[config.mk]
export PLATFORM = sky130hd
export DESIGN_NAME = cnn_frame_sequencer
export DESIGN_NICKNAME = d
export VERILOG_FILES = /design/src/rtl/cnn_seq_pkg.sv /design/src/rtl/pixel_fifo.sv /design/src/rtl/cnn_frame_sequencer.sv
export SDC_FILE = /design/constraint.sdc
export NUM_CORES = 1
export LEC_CHECK = 0
export ABC_AREA = 1
export BUFFER_PORTS_ARGS = -buffer_cell sky130_fd_sc_hd__buf_4
export CAP_MARGIN = 20
export CELL_PAD_IN_SITES_DETAIL_PLACEMENT = 0
export CELL_PAD_IN_SITES_GLOBAL_PLACEMENT = 1
export CORE_MARGIN = 10
export CORE_UTILIZATION = 30
export CTS_CLUSTER_SIZE = 24
export DETAILED_ROUTE_END_ITERATION = 8
export PLACE_DENSITY_LB_ADDON = 0.1
export SLEW_MARGIN = 20
export SYNTH_ARGS = -nofsm -noshare
export SYNTH_HDL_FRONTEND = slang
export SYNTH_HIERARCHICAL = 1
export SYNTH_SLANG_ARGS = --single-unit
[constraint.sdc]
create_clock -name clk -period 3.02 [get_ports clk]
set_input_delay 0.604 -clock clk [delete_from_list [all_inputs] [get_ports clk]]
set_output_delay 0.604 -clock clk [all_outputs]
set_load 0.02 [all_outputs]
[src/rtl/cnn_seq_pkg.sv]
// Shared types for the CNN frame sequencer: FSM state encoding and sticky error codes.
package cnn_seq_pkg;
  typedef enum logic [2:0] {IDLE, RST, SOF, STREAM, EOF, WAIT, DONE} seq_state_t;

  localparam logic [31:0] ERR_NONE          = 32'd0;
  localparam logic [31:0] ERR_TIMEOUT       = 32'd1;
  localparam logic [31:0] ERR_INVALID_START = 32'd2;
  localparam logic [31:0] ERR_ABORT         = 32'd3;
endpackage

[src/rtl/pixel_fifo.sv]
// Synchronous pixel FIFO with registered read data and a single-cycle flush.
module pixel_fifo #(
  parameter int DEPTH = 16,
  parameter int DW    = 8
) (
  input  logic                       clk,
  input  logic                       rst_n,
  input  logic                       push,
  input  logic [DW-1:0]              push_data,
  input  logic                       pop,
  output logic [DW-1:0]              pop_data,
  input  logic                       flush,
  output logic                       full,
  output logic                       empty,
  output logic [$clog2(DEPTH+1)-1:0] count
);
  localparam int AW = $clog2(DEPTH);
  localparam int CW = $clog2(DEPTH+1);

  logic [DW-1:0] mem [DEPTH];
  logic [AW-1:0] wr_ptr, rd_ptr;
  logic          do_push, do_pop;

  assign full    = (count == CW'(DEPTH));
  assign empty   = (count == '0);
  assign do_push = push && !full && !flush;
  assign do_pop  = pop && !empty && !flush;

  always_ff @(posedge clk)
    if (do_push) mem[wr_ptr] <= push_data;

  // Pointers are power-of-2 wide, so they wrap modulo DEPTH on their own.
  always_ff @(posedge clk or negedge rst_n)
    if (!rst_n) begin
      wr_ptr   <= '0;
      rd_ptr   <= '0;
      count    <= '0;
      pop_data <= '0;
    end else if (flush) begin
      wr_ptr <= '0;
      rd_ptr <= '0;
      count  <= '0;
    end else begin
      if (do_push) wr_ptr <= wr_ptr + AW'(1);
      if (do_pop) begin
        rd_ptr   <= rd_ptr + AW'(1);
        pop_data <= mem[rd_ptr];
      end
      count <= count + CW'(do_push) - CW'(do_pop);
    end
endmodule

[src/rtl/cnn_frame_sequencer.sv]
// Streams one buffered frame into the CNN core: reset, SOF, pixel beats, EOF, then waits for the result.
module cnn_frame_sequencer #(
  parameter int IMG_W          = 32,
  parameter int IMG_H          = 32,
  parameter int FIFO_DEPTH     = 16,
  parameter int TIMEOUT_CYCLES = 100000
) (
  input  logic                               clk,
  input  logic                               rst_n,
  input  logic                               cmd_start,
  input  logic                               cmd_abort,
  input  logic                               wr_valid,
  input  logic [7:0]                         wr_data,
  output logic                               wr_ready,
  output logic                               cnn_reset,
  output logic                               frame_start,
  output logic                               pixel_valid,
  output logic [7:0]                         pixel_data,
  output logic                               frame_complete,
  input  logic                               cnn_busy,
  input  logic                               cnn_result_valid,
  output logic                               seq_busy,
  output logic                               seq_done,
  output logic [31:0]                        frame_count,
  output logic [31:0]                        error_code,
  output logic [$clog2(IMG_W*IMG_H+1)-1:0]   pix_sent
);
  import cnn_seq_pkg::*;

  localparam int NPIX = IMG_W * IMG_H;
  localparam int PW   = $clog2(NPIX + 1);
  localparam int TW   = $clog2(TIMEOUT_CYCLES + 1);
  localparam int CW   = $clog2(FIFO_DEPTH + 1);

  seq_state_t    state;
  logic [TW-1:0] tmo_cnt;
  logic          res_q, fifo_full, fifo_empty, pop;
  logic [CW-1:0] fifo_count;
  logic          unused_count;

  assign wr_ready     = !fifo_full;
  assign seq_busy     = (state != IDLE);
  assign unused_count = ^fifo_count;
  // pix_sent counts pops, so it lines up with the beat that a pop produces next cycle.
  assign pop = (state == STREAM) && !fifo_empty && !cnn_busy && !cmd_abort &&
               (pix_sent != PW'(NPIX));

  pixel_fifo #(.DEPTH(FIFO_DEPTH), .DW(8)) u_fifo (
    .clk      (clk),
    .rst_n    (rst_n),
    .push     (wr_valid),
    .push_data(wr_data),
    .pop      (pop),
    .pop_data (pixel_data),
    .flush    (cmd_abort),
    .full     (fifo_full),
    .empty    (fifo_empty),
    .count    (fifo_count)
  );

  always_ff @(posedge clk or negedge rst_n)
    if (!rst_n) begin
      state          <= IDLE;
      cnn_reset      <= 1'b0;
      frame_start    <= 1'b0;
      pixel_valid    <= 1'b0;
      frame_complete <= 1'b0;
      seq_done       <= 1'b0;
      frame_count    <= '0;
      error_code     <= ERR_NONE;
      pix_sent       <= '0;
      tmo_cnt        <= '0;
      res_q          <= 1'b0;
    end else begin
      res_q          <= cnn_result_valid;
      cnn_reset      <= 1'b0;
      frame_start    <= 1'b0;
      frame_complete <= 1'b0;
      seq_done       <= 1'b0;
      pixel_valid    <= pop;
      if (pop) pix_sent <= pix_sent + PW'(1);
      if (cmd_start && state != IDLE) error_code <= ERR_INVALID_START;
      case (state)
        IDLE: if (cmd_start && !cmd_abort) begin
          state      <= RST;
          cnn_reset  <= 1'b1;
          error_code <= ERR_NONE;
          pix_sent   <= '0;
        end
        RST: begin
          state       <= SOF;
          frame_start <= 1'b1;
        end
        SOF: state <= STREAM;
        STREAM: if (pix_sent == PW'(NPIX)) begin
          state          <= EOF;
          frame_complete <= 1'b1;
        end
        EOF: begin
          state   <= WAIT;
          tmo_cnt <= '0;
        end
        WAIT: if (cnn_result_valid && !res_q) begin
          state       <= DONE;
          seq_done    <= 1'b1;
          frame_count <= frame_count + 32'd1;
        end else if (tmo_cnt == TW'(TIMEOUT_CYCLES - 1)) begin
          state      <= IDLE;
          error_code <= ERR_TIMEOUT;
        end else begin
          tmo_cnt <= tmo_cnt + TW'(1);
        end
        DONE:    state <= IDLE;
        default: state <= IDLE;
      endcase
      // Abort overrides whatever the state machine decided this cycle.
      if (cmd_abort && state != IDLE) begin
        state          <= IDLE;
        error_code     <= ERR_ABORT;
        cnn_reset      <= 1'b1;
        frame_start    <= 1'b0;
        frame_complete <= 1'b0;
        seq_done       <= 1'b0;
        pixel_valid    <= 1'b0;
        frame_count    <= frame_count;
      end
    end
endmodule

==> After elaboration in Yosys (flattened, before gate mapping) <==
Memory sizes are Yosys's and may differ from the RTL's. A register that Yosys moved wholly into a read port is not among the register bits.
Cells that the tools add are included.
{ "word_totals": {"regBits": 114, "mem_count": 1, "ramBits": 128, "out_inout_bits": 90, "wordCells": 103} }
{ "mem_list": {"columns": ["memory", "words", "word_bits", "rd", "rd_clocked_by_memory_dff", "write_ports", "line", "text"], "rows": [
  ["u_fifo.mem", 16, 8, 1, 1, 1, "pixel_fifo.sv:20", "logic [DW-1:0] mem [DEPTH];"]
]} }
{ "classes": {"muxes": 37, "n_bitwise": 2, "n_reduce_logical": 28, "n_addsub": 7, "n_eq_ne": 14} }
{ "op_table": {"columns": ["operator", "n"], "rows": [
  ["32-bit two-way mux", 5],
  ["32-bit one-hot mux with 2 select lines", 1],
  ["17-bit two-way mux", 2],
  ["17-bit one-hot mux with 2 select lines", 1],
  ["11-bit two-way mux", 3],
  ["32-bit by 1-bit adder with 32-bit output (second input constant)", 1],
  ["3-bit one-hot mux with 6 select lines", 1],
  ["17-bit by 1-bit adder with 17-bit output (second input constant)", 1],
  ["17-bit == test (second input constant)", 1],
  ["4-bit two-way mux", 4],
  ["3-bit two-way mux", 5],
  ["1-bit two-way mux", 14],
  ["1-bit logical AND", 12],
  ["11-bit by 1-bit adder with 11-bit output (second input constant)", 1],
  ["11-bit == test (second input constant)", 1],
  ["11-bit inequality test (second input constant)", 1],
  ["3-bit AND reduction", 3],
  ["4-bit by 1-bit adder with 4-bit output (second input constant)", 2],
  ["3-bit by 2-bit == test with 1-bit output (second input constant)", 2],
  ["3-bit == test (second input constant)", 2],
  ["1-bit logical NOT", 6],
  ["2-bit nonzero test", 3],
  ["5-bit by 1-bit adder with 5-bit output", 1],
  ["5-bit == test (second input constant)", 1],
  ["other kinds (12)", 14]
]} }

==> Logic depth before layout (Yosys ltp) <==
Gate-level depths: netlist of run 1.
{ "depth": {"word_depth": 10, "depth_mapped": 19, "ltp_nobuf": 19} }

==> Cells and area by module <==
Netlist of run 1, hierarchy kept.
{ "by_module_without_submodules": {"columns": ["module", "seq_area_each_um2", "cells_each", "area_each_um2", "n_inst"], "rows": [
  ["pixel_fifo", 4369.2, 669, 6703.9, 1],
  ["cnn_frame_sequencer", 2527.4, 736, 5793.1, 1]
]} }

==> Worst setup path before layout of run 1 <==
No wires, ideal clock.
{ "synth_timing": {"path_kind": "register to register", "start": "reg pix_sent[0]", "end": "reg u_fifo.count[4]", "arrival_time_ns": 2.820, "synth_period_minus_slack_ns": 2.955, "n_path_buf": 0, "path_stages_with_launch": 20, "setup_ns": 0.136, "path_slack_ns": 0.065, "cell_sequence": "dfrtp_1 > inv_1 > ha_1 > inv_1 > nor2_1 > nand2_1 > nor2_1 > nor2_4 > nand3_2 > inv_2 > ha_1 > inv_1 > ha_1 > inv_1 > fa_1 > inv_1 > a21oi_1 > nor2_1 > o21a_1 > nor3_1"} }
{ "synth_via": {"elab_chain_len": 6} }
{ "synth_lines": {"columns": ["item", "line", "text"], "rows": [
  ["start, declared", "cnn_frame_sequencer.sv:26", "output logic [$clog2(IMG_W*IMG_H+1)-1:0] pix_sent"],
  ["start signal, assigned", "cnn_frame_sequencer.sv:81", "if (pop) pix_sent <= pix_sent + PW'(1);"],
  ["11-bit inequality test", "cnn_frame_sequencer.sv:46", "(pix_sent != PW'(NPIX));"],
  ["1-bit logical AND", "cnn_frame_sequencer.sv:45", "assign pop = (state == STREAM) && !fifo_empty && !cnn_busy && !cmd_abort &&"],
  ["net pop", "cnn_frame_sequencer.sv:37", "logic res_q, fifo_full, fifo_empty, pop;"],
  ["1-bit logical AND (2 in a row)", "pixel_fifo.sv:27", "assign do_pop = pop && !empty && !flush;"],
  ["5-bit by 1-bit subtractor with 5-bit output", "pixel_fifo.sv:49", "count <= count + CW'(do_push) - CW'(do_pop);"],
  ["5-bit two-way mux", "pixel_fifo.sv:39", "end else if (flush) begin"],
  ["end signal, assigned", "pixel_fifo.sv:49", null],
  ["end, declared", "pixel_fifo.sv:15", "output logic [$clog2(DEPTH+1)-1:0] count"]
]} }
The timed path passes the listed nets, and every way through them passes these cells.
A chain may end at the register's enable or synchronous reset.

==> Final worst setup path of run 1 <==
{ "layout_timing": {"start": "reg u_fifo.count[2]", "end": "reg u_fifo.count[4]"} }
{ "layout_via": {"elab_chain_len": 10, "word_cells_on_any_way": 15} }
{ "layout_lines": {"columns": ["item", "line", "text"], "rows": [
  ["5-bit logical NOT", "pixel_fifo.sv:25", "assign empty = (count == '0);"],
  ["net fifo_empty", "cnn_frame_sequencer.sv:37", null],
  ["1-bit logical NOT", "cnn_frame_sequencer.sv:45", null],
  ["1-bit logical AND (4 in a row)", "cnn_frame_sequencer.sv:45", null],
  ["net pop", "cnn_frame_sequencer.sv:37", null],
  ["1-bit logical AND (2 in a row)", "pixel_fifo.sv:27", null],
  ["5-bit by 1-bit subtractor with 5-bit output", "pixel_fifo.sv:49", null],
  ["5-bit two-way mux", "pixel_fifo.sv:39", null]
]} }
The timed path passes the listed nets, and every way through them passes these cells.

==> reports/metrics.yaml, run 1 <==
synth:
  synth_top_area_share: 0.308
  synth_top_family_by_area: "simple AND/OR/NAND/NOR gates"
  async_flop_share: 0.488
  synth_xor_area_frac: 0.0224
  synth_edf_count: 128
  ys_seq_elements: 250
  synth.largest_area_cell: "edfxtp_1"
  yosys.cell_types.count: 44
  synthCells: 1405
  synth_fa_ha_area_frac: 0.0166
  synth.net_count: 1436
  ys_warn_count: 6
  ys.flop_type: "edfxtp_1"
  yosysSeqAreaShare: 0.552
  yosys-mux-area-fraction: 0
  synthSimpleGateAreaFrac: 0.303
  synth_area_leaders: "edfxtp_1 (31%), dfrtp_1 (24%), nand2_1 (14%)"
  syn_area_per_cell_um2: 8.89
  syn_area_um2: 12500
  synth_compound_area_frac: 0.0226
floorplanning:
  placementRows: 74
  initial_core_util: 0.305
  fp.dieH_um: 224
  die-area_um2: 50200
  io_pins: 105
  die_x_um: 224
  core_um2: 41000
sta:
  tns_ps: 0
  hold-worst-slack_ps: 17.7
  layout_setup_ws_ps: 211
  final.setup_skew_ps: 7.42
  drv_slew: 0
  finalCritPeriodShare: 0.930
  slew_headroom: 0.483
  hold_violations: 0
  rsz0062_at_grt: "false"
  setup_violations: 0
  period_needed_ps: 2810
  tightest_slew_ps: 775
  fmax_ghz: 0.356
finish:
  nNetsFinal: 1571
  most-common-layout-cells: "nand2_1 (466), inv_1 (171), buf_4 (140)"
  drive_gt1_frac: 0.170
  final_common_cell: "nand2_1"
  antenna_cells: 0
  post-route-util: 0.363
  stdcell_count: 2094
  area_delta_synth_final_pct: 19.0
placed_design:
  dp.cells: 2041
  gp_congestion: 0.799
  place_ws_ps: 136
  dp_hpwl_mm: 24.2
  io_buffers: 104
cts:
  cts_inserted_buffers: 29
  cts_tree: "built"
  htreeDepth: 1
  clkLatencyLatePin_ps: 560
  cts_setup_buffers: 0
  clk_path_buf_depth: 3
  root_buffer: "clkbuf_16"
  clkSinkCount: 250
  cts-resized-gates: 0
  postCtsHoldBufs: 0
  clk_pin_slew_ps: 60
drt:
  drc_errors: 0
  drt-total-wl_mm: 35.2
  drtAntennaViolNets: 0
  drt_iter0_drc: 629
  first_pass_iters: 5
  vias: 9291
  wire_per_inst_um: 16.8
  via_per_inst: 4.44
global_routing:
  grt_pass1_vias: 9093
  grt_use_total: 0.139
  antenna_found_initial: 0
  grt_pass1_wl_mm: 55.1
  grt_max_degree: 67
  overflow: 0
critical_path:
  cp.arrival_ps: 3280
  crit_type: "reg -> reg"
  required_ps: 3490
  endpoint_kind: "register"
  critPathLaunchType: "register"
  crit_fanout: 2
outcome:
  status: "finished clean"
min_path:
  hold_path_class: "in -> async"
flow_run:
  cap_violations: 0
pwr:
  ir_drop_v: 0.000363
  leakagePower_nw: 6.79
  powerDensity_nw_per_um2: 629
worst max-delay path, stage by stage (launching register included):
cell     delay [ps]
dfrtp_1         350
inv_1            60
ha_1            210
nand4_1         120
inv_1            50
inv_1            90
nand4_2         140
nor2_4          160
nand3_2         100
inv_2            60
ha_1            220
inv_1            60
ha_1            160
inv_1            60
fa_1            400
inv_1            70
a21oi_1          50
nor2_1          130
nor3_1           70
nor3_1          160
Yosys cell counts (3+ instances only):
cell	n
buf_12	3
nand3b_1	10
nand3_2	4
nor3_1	17
o21ai_0	10
buf_4	4
a21oi_1	13
nand2_1	466
nor2_1	119
nand2_4	8
buf_2	14
edfxtp_1	128
ha_1	15
nor2_4	32
inv_2	17
buf_6	12
nand3_1	137
o21ai_1	18
xor2_1	24
nand4_1	14
dfrtp_1	122
clkbuf_1	4
nor2_2	8
xnor2_1	8
inv_1	171
registers in the layout (all words and copies together), names as in the netlist, 3 cells and up:
name             count
state                3
u_fifo/count         5
pix_sent            11
error_code          32
u_fifo/pop_data      8
u_fifo/mem         128
frame_count         32
tmo_cnt             17
u_fifo/rd_ptr        4
u_fifo/wr_ptr        4
path summary, 6_finish.rpt:
kind	end	depth (start not counted)	from	slack [ps]
max	u_fifo/count[4]$_DFF_PN0_	19	u_fifo/count[2]$_DFF_PN0_	210
min	error_code[21]$_DFF_PN0_	1	rst_n	20
max reg2reg	u_fifo/count[4]$_DFF_PN0_	19	u_fifo/count[2]$_DFF_PN0_	210
min reg2reg	u_fifo/pop_data[0]$_DFFE_PN0P_	2	u_fifo/pop_data[0]$_DFFE_PN0P_	490
max in group asynchronous	pix_sent[0]$_DFF_PN0_	2	rst_n	2240
min in group clk	res_q$_DFF_PN0_	1	cnn_result_valid	170
per-layer routing:
metal	share of wire	vias up	GRT usage
met5	0	-	0
met4	0.016	0	0.0298
met3	0.044	42	0.0251
met2	0.47	141	0.228
met1	0.47	4393	0.186
li1	-	4715	-
cell type report:
| type | count | area, um^2 |
|---|---|---|
| repair buffers | 143 | 1100 |
| inverters | 191 | 727 |
| fillers | 4217 | 26100 |
| multi-input cells | 925 | 4560 |
| clock buffers | 43 | 840 |
| flip-flops and latches | 250 | 6900 |
| well taps | 532 | 666 |
| clock inverters | 10 | 76.3 |
power by group:
part	internal, mW	switching, mW
logic	0.637	1.31
clock network	1.99	1.42
registers	3.80	0.200
logic make-up after synthesis:
logic type      after synthesis
compound gates               51
xor+xnor                     32
simple gates                826
buf+inv                     230
fa+ha+maj                    16
flops                       250
through the flow:
| stage | power (mW) | cell area (um^2) |
|---|---|---|
| 2_1_floorplan | 5.37 | 12500 |
| 3_3_place_gp | 6.05 | 13900 |
| 3_5_place_dp | 6.05 | 13900 |
| 4_1_cts | 9.56 | 14900 |
| 5_1_grt | 9.88 | 14900 |
| 6_report | 9.36 | 14900 |
No activity file was read; power rests on OpenSTA's default activity.
==> run 2, diff against run 1 <==
--- a/config.mk
+++ b/config.mk
@@ -10,7 +10,6 @@
 export CAP_MARGIN = 20
 export CELL_PAD_IN_SITES_DETAIL_PLACEMENT = 0
 export CELL_PAD_IN_SITES_GLOBAL_PLACEMENT = 1
-export CORE_MARGIN = 10
 export CORE_UTILIZATION = 30
 export CTS_CLUSTER_SIZE = 24
 export DETAILED_ROUTE_END_ITERATION = 8
==> run 2 against run 1 <==
Routed wire length down 3.2%. Combinational power barely moved. Via count is 0.38% lower. First-iteration DRC count decreased by 25%. Clock power rose by 11%. Critical endpoint unchanged. Largest power group unchanged. Largest cell class unchanged. Sequential cell count did not move.
==> reports/metrics.yaml, run 2 (synthesis results as in run 1) <==
floorplanning:
  io_pins: 105  # unchanged
  core_um2: 40900  # was 41,000 um^2
  initial_core_util: 0.305  # about the same
  placementRows: 74  # unchanged
  die-area_um2: 42500  # was 50,200 um^2
  die_x_um: 206  # was 224 um
  fp.dieH_um: 206  # was 224 um
critical_path:
  endpoint_kind: "register"  # unchanged
  crit_slowest_cell: "fa_1"  # unchanged
  crit_path_frequent_cell: "inv_1"  # unchanged
  crit_chain: "inv_1 > ha_1 > nand4_1 > inv_1 > inv_1 > nand4_2 > nor2_4 > nand3_2 > inv_2 > ha_1 > inv_1 > ha_1 > inv_1 > fa_1 > inv_1 > a21oi_1 > nor2_1 > nor3_1 > nor3_1"  # unchanged
  required_ps: 3500  # was 3490 ps
  path_buf_inv: 7  # unchanged
  max_stage_delay_ps: 400  # about the same
  crit_type: "reg -> reg"  # unchanged
  crit_fanout: 4  # was 2
  cpLargestDelayFamily: "adder cells"  # unchanged
  cp.arrival_ps: 3230  # was 3280 ps
  critPathLaunchType: "register"  # unchanged
  r2r_slack_ps: 270  # was 210 ps
finish:
  final_common_cell: "nand2_1"  # unchanged
  nNetsFinal: 1575  # was 1,571
  register_area_um2: 6900  # unchanged
  stdcell_count: 2100  # was 2,094
  antenna_cells: 0  # unchanged
  largest_register_ff_count: 128  # unchanged
  reg_top3: "u_fifo/mem (128), error_code (32), frame_count (32)"  # unchanged
  most-common-layout-cells: "nand2_1 (466), inv_1 (171), buf_4 (143)"  # was nand2_1 (466), inv_1 (171), buf_4 (140)
  regMostFlops: "u_fifo/mem"  # unchanged
  multiInputGateArea_um2: 4570  # was 4560 um^2
  final.fill_count: 4260  # was 4,217
  area_delta_synth_final_pct: 20.2  # was 19.0%
  drive_gt1_frac: 0.179  # was 0.170
flow_run:
  cap_violations: 0  # unchanged
pwr:
  leakagePower_nw: 6.88  # was 6.79 nW
  powerDensity_nw_per_um2: 646  # was 629 nW/um^2
  ir_drop_v: 0.000435  # was 0.000363 V
cts:
  cts_tree: "built"  # unchanged
  clk_pin_slew_ps: 60  # about the same
  clk_path_buf_depth: 3  # unchanged
  htreeDepth: 1  # unchanged
  clkSinkCount: 250  # unchanged
  cts_inserted_buffers: 30  # was 29
  clkLatencyLatePin_ps: 570  # was 560 ps
  root_buffer: "clkbuf_16"  # unchanged
drt:
  first_pass_iters: 5  # unchanged
  via_per_inst: 4.41  # was 4.44
  vias: 9256  # was 9,291
  drt-total-wl_mm: 34.1  # was 35.2 mm
  wire_per_inst_um: 16.2  # was 16.8 um
  drt_iter0_drc: 474  # was 629
  drc_errors: 0  # unchanged
  drtAntennaViolNets: 0  # unchanged
placed_design:
  gp_congestion: 0.777  # was 0.799
  dp.cells: 2040  # was 2,041
  io_buffers: 104  # unchanged
  dp_hpwl_mm: 22.8  # was 24.2 mm
global_routing:
  grt_use_total: 0.165  # was 0.139
  grt_pass1_wl_mm: 53.9  # was 55.1 mm
  overflow: 0  # unchanged
  antenna_found_initial: 0  # unchanged
  grt_pass1_vias: 9227  # was 9,093
  grt_max_degree: 67  # unchanged
sta:
  setup_violations: 0  # unchanged
  final.setup_skew_ps: 18.6  # was 7.42 ps
  finalCritPeriodShare: 0.911  # was 0.930
  tightest_slew_ps: 831  # was 775 ps
  slew_headroom: 0.446  # was 0.483
  hold_violations: 0  # unchanged
  hold-worst-slack_ps: 153  # was 17.7 ps
  fmax_ghz: 0.363  # was 0.356 GHz
  drv_slew: 0  # unchanged
  period_needed_ps: 2750  # was 2810 ps
min_path:
  hold_path_class: "in -> reg"  # was in -> async
outcome:
  status: "finished clean"  # unchanged
## run 2: layer usage
| metal | share of wire | global-route usage | vias to the layer above |
|---|---|---|---|
| met5 | 0 | 0 | - |
| met4 | 0.016 | 0.0362 | 0 |
| li1 | - | - | 4742 |
| met2 | 0.46 | 0.270 | 129 |
| met1 | 0.48 | 0.231 | 4343 |
| met3 | 0.038 | 0.0218 | 42 |
## run 2: repair_timing
action,in CTS,in global routing
hold buffers,1,0
endpoints found under the hold margin,45,0
buffers inserted,0,3
setup endpoints to repair,0,1
gates resized for setup,0,3
## run 2: through the flow
| step | util | cell area [um^2] | total power [mW] | setup slack, ps | setup TNS, ps |
|---|---|---|---|---|---|
| floorplan | - | 12500 | 5.37 | 64.6 | 0 |
| global placement | 0.340 | 13900 | 5.94 | 148 | 0 |
| detailed placement | 0.340 | 13900 | 5.94 | 143 | 0 |
| CTS | 0.366 | 15000 | 9.81 | 114 | 0 |
| global route | 0.367 | 15000 | 10.2 | -5.96 | -5.96 |
| finish | 0.367 | 15000 | 9.70 | 268 | 0 |
## run 2: where the power goes
| part | internal [mW] | switching (mW) | leakage (nW) |
|---|---|---|---|
| Combinational | 0.633 | 1.27 | 3.57 |
| Sequential | 3.80 | 0.199 | 2.79 |
| Clock | 2.28 | 1.51 | 0.515 |
## run 2: area by class of cell
type,count,share of cell area
clock buffer,41,0.0582
timing repair buffer,146,0.0742
multi-input combinational,925,0.304
inverter,191,0.0484
clock inverter,15,0.0116
sequential,250,0.459
tap,532,0.0443
## run 2: final timing paths
path                                                     start  depth (start not counted)                             end
worst max-delay path                 u_fifo/count[3]$_DFF_PN0_                         19       u_fifo/count[4]$_DFF_PN0_
worst min-delay path                          cnn_result_valid                          1                 res_q$_DFF_PN0_
worst max register to register       u_fifo/count[3]$_DFF_PN0_                         19       u_fifo/count[4]$_DFF_PN0_
worst min register to register  u_fifo/pop_data[5]$_DFFE_PN0P_                          2  u_fifo/pop_data[5]$_DFFE_PN0P_
max in group asynchronous                                rst_n                          3          tmo_cnt[0]$_DFFE_PN0P_
min in group asynchronous                                rst_n                          2         error_code[5]$_DFF_PN0_
